### config.mk
export PLATFORM = sky130hd
export DESIGN_NAME = sa_feeder_flat
export DESIGN_NICKNAME = d
export VERILOG_FILES = /design/src/rtl/sa_feeder_if.sv /design/src/rtl/sa_feeder.sv /design/src/flat_wrapper.sv
export SDC_FILE = /design/constraint.sdc
export NUM_CORES = 1
export LEC_CHECK = 0
export CAP_MARGIN = 15
export CORE_AREA = 3 3 108 84
export CTS_CLUSTER_SIZE = 8
export DETAILED_ROUTE_END_ITERATION = 10
export DIE_AREA = 0 0 111 87
export PLACE_DENSITY = 0.59
export SYNTH_ARGS = -nofsm -noshare
export SYNTH_HDL_FRONTEND = slang
export SYNTH_SLANG_ARGS = --single-unit
### constraint.sdc
create_clock -name clk -period 2.9 [get_ports clk]
set_input_delay 0.58 -clock clk [delete_from_list [all_inputs] [get_ports clk]]
set_output_delay 0.58 -clock clk [all_outputs]
set_load 0.05 [all_outputs]
### src/rtl/sa_feeder_if.sv
// Operand beat stream into sa_feeder: one column of A and one row of B per beat.
interface sa_feeder_if #(
    parameter int WIDTH = 8,
    parameter int N     = 2
);
    logic                      s_valid;
    logic                      s_ready;
    logic [N-1:0][WIDTH-1:0]   s_a;
    logic [N-1:0][WIDTH-1:0]   s_b;

    modport master (output s_valid, s_a, s_b, input s_ready);
    modport slave  (input s_valid, s_a, s_b, output s_ready);
endinterface

### src/rtl/sa_feeder.sv
// Skewing operand feeder for an N x N output-stationary systolic array.
// Optional SA_FEEDER_PERF_EN adds a saturating stall_cnt output.
module sa_feeder #(
    parameter int  WIDTH = 8,
    parameter int  N     = 2,
    parameter int  K_MAX = 16,
    localparam int KW    = $clog2(K_MAX + 1)
) (
    input  logic                    clk,
    input  logic                    rst_n,
    input  logic                    start,
    input  logic [KW-1:0]           k_len,
    sa_feeder_if.slave              s_if,
    output logic [N-1:0][WIDTH-1:0] a_out,
    output logic [N-1:0][WIDTH-1:0] b_out,
    output logic                    en_out,
    output logic                    busy,
    output logic                    done
`ifdef SA_FEEDER_PERF_EN
    ,
    output logic [15:0]             stall_cnt
`endif
);
    localparam int FW         = (N > 1) ? $clog2(2 * N - 1) : 1;
    localparam int FLUSH_LAST = (N > 1) ? (2 * N - 3) : 0;

    typedef enum logic [1:0] {
        IDLE  = 2'd0,
        LOAD  = 2'd1,
        FLUSH = 2'd2
    } state_e;

    state_e         state_q, state_d;
    logic [KW-1:0]  k_q, k_d;
    logic [KW-1:0]  cnt_q, cnt_d;
    logic [FW-1:0]  fcnt_q, fcnt_d;
    logic           ready_q, ready_d;
    logic           busy_q, busy_d;
    logic           done_q, done_d;
    logic           fin_q, fin_d;
    logic           en_q;
    logic [KW-1:0]  k_clamp_s;
    logic           accept_s;
    logic           adv_s;

    assign k_clamp_s = (k_len > KW'(K_MAX)) ? KW'(K_MAX) : k_len;
    assign accept_s  = s_if.s_valid & ready_q;
    // The array advances on every accepted beat and on every flush cycle.
    assign adv_s     = accept_s | (state_q == FLUSH);

    // Next-state, counters and registered-output next values.
    always_comb begin
        state_d = state_q;
        k_d     = k_q;
        cnt_d   = cnt_q;
        fcnt_d  = fcnt_q;
        fin_d   = 1'b0;
        done_d  = fin_q;
        case (state_q)
            IDLE: begin
                if (start) begin
                    if (k_clamp_s == KW'(0)) begin
                        done_d = 1'b1;
                    end else begin
                        state_d = LOAD;
                        k_d     = k_clamp_s;
                        cnt_d   = KW'(0);
                    end
                end else begin
                    state_d = IDLE;
                end
            end
            LOAD: begin
                if (accept_s) begin
                    if (cnt_q == k_q - KW'(1)) begin
                        if (N == 1) begin
                            state_d = IDLE;
                            fin_d   = 1'b1;
                        end else begin
                            state_d = FLUSH;
                            fcnt_d  = FW'(0);
                        end
                    end else begin
                        cnt_d = cnt_q + KW'(1);
                    end
                end else begin
                    cnt_d = cnt_q;
                end
            end
            FLUSH: begin
                if (fcnt_q == FW'(FLUSH_LAST)) begin
                    state_d = IDLE;
                    fin_d   = 1'b1;
                end else begin
                    fcnt_d = fcnt_q + FW'(1);
                end
            end
            default: begin
                state_d = IDLE;
            end
        endcase
        ready_d = (state_d == LOAD);
        busy_d  = (state_d != IDLE);
    end

    // Control state and registered status outputs.
    always_ff @(posedge clk) begin
        if (!rst_n) begin
            state_q <= IDLE;
            k_q     <= '0;
            cnt_q   <= '0;
            fcnt_q  <= '0;
            ready_q <= 1'b0;
            busy_q  <= 1'b0;
            done_q  <= 1'b0;
            fin_q   <= 1'b0;
            en_q    <= 1'b0;
        end else begin
            state_q <= state_d;
            k_q     <= k_d;
            cnt_q   <= cnt_d;
            fcnt_q  <= fcnt_d;
            ready_q <= ready_d;
            busy_q  <= busy_d;
            done_q  <= done_d;
            fin_q   <= fin_d;
            en_q    <= adv_s;
        end
    end

    // Lane i delays its operand by i extra enabled steps to form the diagonal wavefront.
    for (genvar i = 0; i < N; i++) begin : g_lane
        logic [WIDTH-1:0] a_ch_q [0:i];
        logic [WIDTH-1:0] b_ch_q [0:i];

        // Skew chain for lane i; frozen whenever the array is not advancing.
        always_ff @(posedge clk) begin
            if (!rst_n) begin
                for (int j = 0; j <= i; j++) begin
                    a_ch_q[j] <= '0;
                    b_ch_q[j] <= '0;
                end
            end else if (adv_s) begin
                a_ch_q[0] <= accept_s ? s_if.s_a[i] : '0;
                b_ch_q[0] <= accept_s ? s_if.s_b[i] : '0;
                for (int j = 1; j <= i; j++) begin
                    a_ch_q[j] <= a_ch_q[j-1];
                    b_ch_q[j] <= b_ch_q[j-1];
                end
            end
        end

        assign a_out[i] = a_ch_q[i];
        assign b_out[i] = b_ch_q[i];
    end

`ifdef SA_FEEDER_PERF_EN
    logic [15:0] stall_q;

    // Saturating count of LOAD cycles starved of operands.
    always_ff @(posedge clk) begin
        if (!rst_n) begin
            stall_q <= 16'd0;
        end else if ((state_q == IDLE) && start) begin
            stall_q <= 16'd0;
        end else if ((state_q == LOAD) && !s_if.s_valid && (stall_q != 16'hFFFF)) begin
            stall_q <= stall_q + 16'd1;
        end
    end

    assign stall_cnt = stall_q;
`endif

    assign s_if.s_ready = ready_q;
    assign en_out       = en_q;
    assign busy         = busy_q;
    assign done         = done_q;
endmodule

### src/flat_wrapper.sv
// flat-port wrapper written by rule: the top's interface ports become plain ports
module sa_feeder_flat 
#(
    parameter int  WIDTH = 8,
    parameter int  N     = 2,
    parameter int  K_MAX = 16,
    localparam int KW    = $clog2(K_MAX + 1)
)
  (clk, rst_n, start, k_len, a_out, b_out, en_out, busy, done, s_if_s_valid, s_if_s_a, s_if_s_b, s_if_s_ready);
  sa_feeder_if #(.WIDTH(WIDTH), .N(N)) s_if_i ();
  input  logic clk;
  input  logic rst_n;
  input  logic start;
  input  logic [KW-1:0] k_len;
  output logic [N-1:0][WIDTH-1:0] a_out;
  output logic [N-1:0][WIDTH-1:0] b_out;
  output logic en_out;
  output logic busy;
  output logic done;
  input wire logic [$bits(s_if_i.s_valid)-1:0] s_if_s_valid;
  input wire logic [$bits(s_if_i.s_a)-1:0] s_if_s_a;
  input wire logic [$bits(s_if_i.s_b)-1:0] s_if_s_b;
  output wire logic [$bits(s_if_i.s_ready)-1:0] s_if_s_ready;
  assign s_if_i.s_valid = s_if_s_valid;
  assign s_if_i.s_a = s_if_s_a;
  assign s_if_i.s_b = s_if_s_b;
  assign s_if_s_ready = s_if_i.s_ready;
  sa_feeder #(.WIDTH(WIDTH), .N(N), .K_MAX(K_MAX)) u_core (.clk(clk), .rst_n(rst_n), .start(start), .k_len(k_len), .s_if(s_if_i), .a_out(a_out), .b_out(b_out), .en_out(en_out), .busy(busy), .done(done));
endmodule
==> run summary, run 1 <==
First drt pass iteration count: 4
R2R cell count: 8
Antenna violation net count after detailed routing: 0
Critical path data arrival time: 2.42 ns
F_max: 0.4693 GHz
Die X: 111 um
Seq pwr share: 48.0%
Pint: 0.001699 W
Setup TNS Final: 0 ns
Cell Pwr Density: 583.9 nW/um2
Synth Flop Type: edfxtp_1
Final WL: 5309 um
Vias per cell: 4.467
Total GRT Usage: 11.64%
Root buf cell: clkbuf_8
Max-slew violation count: 0
Syn. warnings: 0
Hold Crit Depth: 2
Net count, final: 347
Flop2flop setup slack: 0.82 ns
Post-synthesis instance total: 236
Worst R2R End: u_core.fcnt_q[0]
Worst Hold Slack: 0.4827 ns
N_diodes: 0
Crit share post-route: 73.47%
Hold wc startpoint: u_core.fcnt_q[1]
P_sw: 0.0005843 W
Flops & latches, synth: 67
CP Class: input port to flop
# clock sinks: 67
Critical Path Start Type: input port
CTS Buf Count: 9
Ys async rst share: 0%
CP Data Required Time: 3.19 ns
Hold Path End: u_core.fcnt_q[1]
Max-slew headroom: 39.79%
Total congestion overflow: 0
Final setup fails: 0
Area grow syn2layout: 34.80%
Hold_buf cts: 0
Die H: 87 um
PortBufs: 76
Synthesized area: 2902 um2
Clock share of power: 38.2%
Endpoint class of the critical path: flop
Largest net degree at the start of global routing: 49
Die footprint: 9657 um2
Max FO, Critical Path: 9
Non-Filler Instances: 413
Initial drt markers: 58
IO Pins: 77
P_leak: 1.455 nW
Post-DP HPWL: 3718 um
Outcome: complete, no violations
First-pass GRT wire length: 8700 um
Sw frac: 25.59%
Clock Latency Late Sink: 0.34 ns
Clock buffer depth: 2
Wire per inst: 12.85 um
Worst Hold Class: flop to flop
Initial core utilization: 36.49%
H-tree levels: 3
Routability cong.: 0.7569
Post-CTS Setup Bufs: 0
Setup Skew: 0.005271 ns
FP Rows: 28
Hold Fails Final Rpt: 0
Pin slew with the least headroom to its limit: 0.9022 ns
Final min period: 2.131 ns
Post-Syn Area per Cell: 12.29 um2
Finished Core Util: 49.18%
Max Cap Viol: 0
Mapped Nets: 280
Post-CTS resize count: 0
CTS tree: built
Reg-to-Reg Start: u_core.k_q[0]
Sequential-to-total area share from yosys stat: 62.79%
Core Footprint: 7953 um2
Post-synth cell types: 44
Layout cells sized above 1: 9.091%
Post-synth EDFFs: 48
Reg clk slew, reported paths: 0.08 ns
RSZ-0062 raised after global routing: no
Fill cells: 718
Via count: 1845
Antenna violations before repair: 0
Combinational share of power: 13.9%
Vias in the first global route: 1800
Placed cells: 397
VDD IR max: 0.0002618 V
Residual DRC count: 0
==> how the worst max path moves through the flow <==
| stage | startpoint | to | slack [ns] |
|---|---|---|---|
| final | start | u_core.cnt_q[0] | 0.77 |
| after global routing | rst_n | u_core.g_lane[0].a_ch_q[0][0] | 0.64 |
| after CTS | start | u_core.cnt_q[0] | 0.77 |
| after detailed placement | start | u_core.cnt_q[0] | 0.40 |
| after global placement | start | u_core.cnt_q[0] | 0.43 |
| after floorplan | s_if_s_valid | u_core.g_lane[0].a_ch_q[0][0] | 0.40 |
==> state kept, by name, summed over array words and instances, names as in the netlist <==
register,cells
u_core.g_lane.a_ch_q,24
u_core.g_lane.b_ch_q,24
u_core.cnt_q,5
u_core.k_q,5
u_core.fcnt_q,2
u_core.state_q,2
u_core.busy,1
u_core.done,1
u_core.en_out,1
u_core.fin_q,1
u_core.s_if.s_ready,1
==> layout make-up <==
type | instances | area (um2) | area share (%)
Timing Repair Buffer | 81 | 810.8 | 20.73
Sequential cell | 67 | 1822 | 46.58
Inverter | 6 | 22.52 | 0.5758
Multi-Input combinational cell | 138 | 900.9 | 23.03
Clock inverter | 7 | 100.1 | 2.559
Tap cell | 105 | 131.4 | 3.359
Clock buffer | 9 | 123.9 | 3.167
==> per-layer routing <==
layer	global-route usage [%]	vias up	part of all wire, %
met1	14.20	826	42
met5	0	-	0
li1	-	947	-
met3	5.417	8	8.9
met4	4.698	0	1.7
met2	18.06	64	47
==> critical path, cell delays in order <==
cell and delay, ns:
clkdlybuf4s50_1 0.45, nor3b_4 0.33, a21boi_4 0.34, nor2b_2 0.13
or4b_1 0.51, nand3_1 0.07
==> placed cells by master, fill, tap and decap left out, drive strengths merged, types with 2 or more instances in the layout <==
cell	count
o21ai	2
clkinv	3
dfxtp	19
buf	5
inv	8
xnor2	3
or4	2
edfxtp	48
and2b	2
ha	3
nor2b	3
o211ai	4
xor2	2
nand2	10
a21oi	6
clkdlybuf4s50	76
nor2	12
nor3	4
and2	48
nand4bb	3
clkbuf	9
bufinv	2
nand3	13
nand4	4
==> cells by family after synthesis <==
kind of cell	Yosys count	share of synthesized area, %
compound gates	20	4.960
flops	67	62.79
fa+ha+maj	3	1.294
buf+inv	31	6.425
xor+xnor	5	1.510
simple gates	109	22.68
mux	1	0.3450
==> Yosys cell counts, types with 4 or more instances <==
cell type   n  share of area (%)
clkbuf_1    6               0.78
nor2_1     12                1.6
edfxtp_1   48                 50
inv_1       6               0.78
dfxtp_1    19                 13
nand2_1    10                1.3
and2_1     48                 10
o211ai_1    4                1.0
buf_4      16                4.1
nand4_1     4               0.86
nand3_1    13                2.2
a21oi_1     6                1.0
==> per-stage QoR <==
step | cell area [um2] | worst slack, ns | total power [W]
after CTS | 3911 | 0.7682 | 0.002317
after global routing | 3911 | 0.6387 | 0.002387
after global placement | 3687 | 0.4343 | 0.001436
final | 3911 | 0.7693 | 0.002284
after detailed placement | 3687 | 0.4045 | 0.001439
after floorplan | 2902 | 0.3991 | 0.001321
==> power by group through the flow <==
stage	clock, W	combinational, W	sequential, W
after detailed placement	0	0.000321	0.00112
final	0.000871	0.000317	0.00110
after CTS	0.000899	0.000322	0.00110
after global placement	0	0.000320	0.00112
after floorplan	0	0.000142	0.00118
after global routing	0.000948	0.000338	0.00110
(Power assumes the default switching activity.)
==> inputs of run 2 (changes only) <==
--- a/config.mk
+++ b/config.mk
@@ -10,7 +10,7 @@
 export CTS_CLUSTER_SIZE = 8
 export DETAILED_ROUTE_END_ITERATION = 10
 export DIE_AREA = 0 0 111 87
-export PLACE_DENSITY = 0.59
+export PLACE_DENSITY = 0.62
 export SYNTH_ARGS = -nofsm -noshare
 export SYNTH_HDL_FRONTEND = slang
 export SYNTH_SLANG_ARGS = --single-unit
==> constraint.sdc (replaced) <==
create_clock -name clk -period 1.7 [get_ports clk]
set_input_delay 0.34 -clock clk [delete_from_list [all_inputs] [get_ports clk]]
set_output_delay 0.34 -clock clk [all_outputs]
set_load 0.05 [all_outputs]
==> run summary, run 2 (synthesis gave the netlist of run 1 again) <==
Max Cap Viol: 0 (unchanged)
CTS tree: built
Vias in the first global route: 1822 (+1.2%)
Hold_buf cts: 0 (unchanged)
Via count: 1950 (+5.7%)
Residual DRC count: 0 (unchanged)
FP Rows: 28 (unchanged)
Final WL: 5766 um (+8.6%)
Placed cells: 415 (+4.5%)
Critical path data arrival time: 2.02 ns (-0.40 ns)
Seq pwr share: 44.0% (-4.0 points)
Largest net degree at the start of global routing: 33 (-33%)
N_diodes: 0 (unchanged)
Wire per inst: 13.32 um (+3.6%)
Non-Filler Instances: 433 (+4.8%)
Combinational share of power: 13.9% (about the same)
Total GRT Usage: 11.96% (+0.32 points)
Worst Hold Slack: 0.4893 ns (+0.006580 ns)
Pint: 0.003229 W (+90%)
Critical Path Start Type: flop
Antenna violations before repair: 0 (unchanged)
Die footprint: 9657 um2 (unchanged)
Worst Setup SP: u_core.k_q[1]
Cells along the critical path: inv_2 -> ha_4 -> nor2b_4 -> or3_1 -> a311oi_2 -> buf_4 -> and2b_2 -> o31ai_1
Max-slew violation count: 0 (unchanged)
Vias per cell: 4.503 (+0.81%)
P_leak: 1.662 nW (+14%)
Worst Hold Class: flop to flop
Total congestion overflow: 0 (unchanged)
F_max: 0.5535 GHz
Violated checks: negative setup slack
Reg-to-Reg Start: u_core.k_q[1]
First-pass GRT wire length: 8956 um (+2.9%)
Top Registers: u_core.g_lane.a_ch_q: 24 flops, u_core.g_lane.b_ch_q: 24 flops
PortBufs: 76 (unchanged)
# clock sinks: 67 (unchanged)
Fill cells: 701 (-2.4%)
Core Footprint: 7953 um2 (unchanged)
CP Data Required Time: 1.91 ns (-1.28 ns)
Hold Fails Final Rpt: 0 (unchanged)
Top delay family on crit path: simple AND/OR/NAND/NOR gates
Net count, final: 367 (+5.8%)
CTS Buf Count: 9 (unchanged)
Worst stage delay on the critical path: 0.34 ns (-0.17 ns)
Clock Latency Late Sink: 0.34 ns (about the same)
Most frequent cells in the layout: buf_4, and2_1, edfxtp_1, clkdlybuf4s50_1, dfxtp_1
Initial core utilization: 36.49% (unchanged)
Outcome: finished with violations
Worst R2R End: u_core.fcnt_q[0]
P_sw: 0.001021 W (+75%)
Sw frac: 24.02% (-1.6 points)
Clock share of power: 42.1% (+3.9 points)
CP max-delay cell: dfxtp_2
Routability cong.: 0.7545 (-0.32%)
Commonest non-fill, non-tap cell in the layout: buf_4
Endpoint class of the critical path: flop
Die X: 111 um (unchanged)
First drt pass iteration count: 4 (unchanged)
Die H: 87 um (unchanged)
Layout cells sized above 1: 29.57% (+20 points)
Final setup margin: -0.1067 ns (-0.8759 ns)
Final setup fails: 10 (+10)
Hold Crit Depth: 2 (unchanged)
Root buf cell: clkbuf_8
RSZ-0062 raised after global routing: yes
Hold wc startpoint: u_core.fcnt_q[0]
Reg clk slew, reported paths: 0.08 ns (about the same)
Worst path bufs/invs: 2 (+1)
Hold Path End: u_core.fcnt_q[0]
Crit share post-route: 106.3%
Antenna violation net count after detailed routing: 0 (unchanged)
Initial drt markers: 70 (+21%)
Clock buffer depth: 2 (unchanged)
Setup Skew: 0.007992 ns (+0.002721 ns)
Pin slew with the least headroom to its limit: 0.6056 ns (-0.2965 ns)
Max-slew headroom: 59.53% (+20 points)
CP Class: flop to flop
Post-DP HPWL: 4172 um (+12%)
R2R cell count: 8 (unchanged)
Flop2flop setup slack: -0.11 ns (-0.93 ns)
Area grow syn2layout: 42.26%
Cell Pwr Density: 1030 nW/um2 (+76%)
H-tree levels: 3 (unchanged)
IO Pins: 77 (unchanged)
VDD IR max: 0.0005454 V (+110%)
Max FO, Critical Path: 6 (-3)
Final min period: 1.807 ns
==> run 2: cell count changes in the layout (fill, tap and decap cells not counted), sizes merged <==
cell	before	now
inv	8	9
buf	5	61
bufinv	2	4
clkdlybuf4s50	76	40
clkinv	3	0
==> run 2: worst max path at each step <==
stage	cells after the start	slack, ns	end
floorplan	8	-0.02	u_core.fcnt_q[1]
global placement	4	-0.33	u_core.g_lane[1].a_ch_q[0][4]
detailed placement	4	-0.41	u_core.g_lane[0].a_ch_q[0][3]
CTS	8	-0.09	u_core.fcnt_q[1]
global route	8	-0.22	u_core.fcnt_q[1]
finish	8	-0.11	u_core.fcnt_q[0]
==> run 2: final cells by class <==
class,count,area [um2],area share [%]
flip-flops and latches,67,1826,44.23
multi-input cells,138,962.2,23.31
repair buffers,101,915.9,22.19
clock inverters,7,146.4,3.547
well taps,105,131.4,3.183
clock buffers,9,123.9,3.001
inverters,6,22.52,0.5456
==> run 2: power by group through the flow <==
| stage | registers (W) | logic, W | clock network (W) |
|---|---|---|---|
| 2_1_floorplan | 0.00201 | 0.000248 | 0 |
| 3_3_place_gp | 0.00191 | 0.000586 | 0 |
| 4_1_cts | 0.00187 | 0.000591 | 0.00184 |
| 3_5_place_dp | 0.00191 | 0.000588 | 0 |
| 5_1_grt | 0.00188 | 0.000622 | 0.00190 |
| 6_report | 0.00187 | 0.000590 | 0.00179 |
==> run 2: layer usage <==
metal / routed length (um) / GRT usage (%) / vias up / part of all wire [%]
li1: - / - / 990 / -
met1: 2535 / 14.32 / 904 / 44
met2: 2829 / 19.88 / 46 / 49
met3: 309 / 3.958 / 10 / 5.4
met4: 91 / 5.369 / 0 / 1.6
met5: 0 / 0 / - / 0
==> run 2: repair_timing <==
item / in CTS / in global routing
pin swaps: 1 / 0
setup endpoints to repair: 32 / 10
buffers inserted: 0 / 1
gates cloned: 0 / 1
resized for setup: 4 / 10
==> run 2: tightest hold or removal path: stages, from the launching register on <==
cell	delay, ns
dfxtp_1	0.33
nand2_1	0.06
o31ai_1	0.06
==> run 2: per-stage QoR <==
| step | util, % | cell area [um2] | total power, W | TNS [ns] | setup WS, ns |
|---|---|---|---|---|---|
| 3_5_place_dp | 47.78 | 3800 | 0.002498 | -13.66 | -0.4069 |
| 6_report | 51.90 | 4128 | 0.004250 | -0.7163 | -0.1067 |
| 5_1_grt | 51.90 | 4128 | 0.004406 | -1.821 | -0.2165 |
| 3_3_place_gp | 47.78 | 3800 | 0.002491 | -11.81 | -0.3327 |
| 4_1_cts | 51.26 | 4076 | 0.004300 | -0.5208 | -0.09158 |
| 2_1_floorplan | - | 2939 | 0.002257 | -0.04093 | -0.01642 |
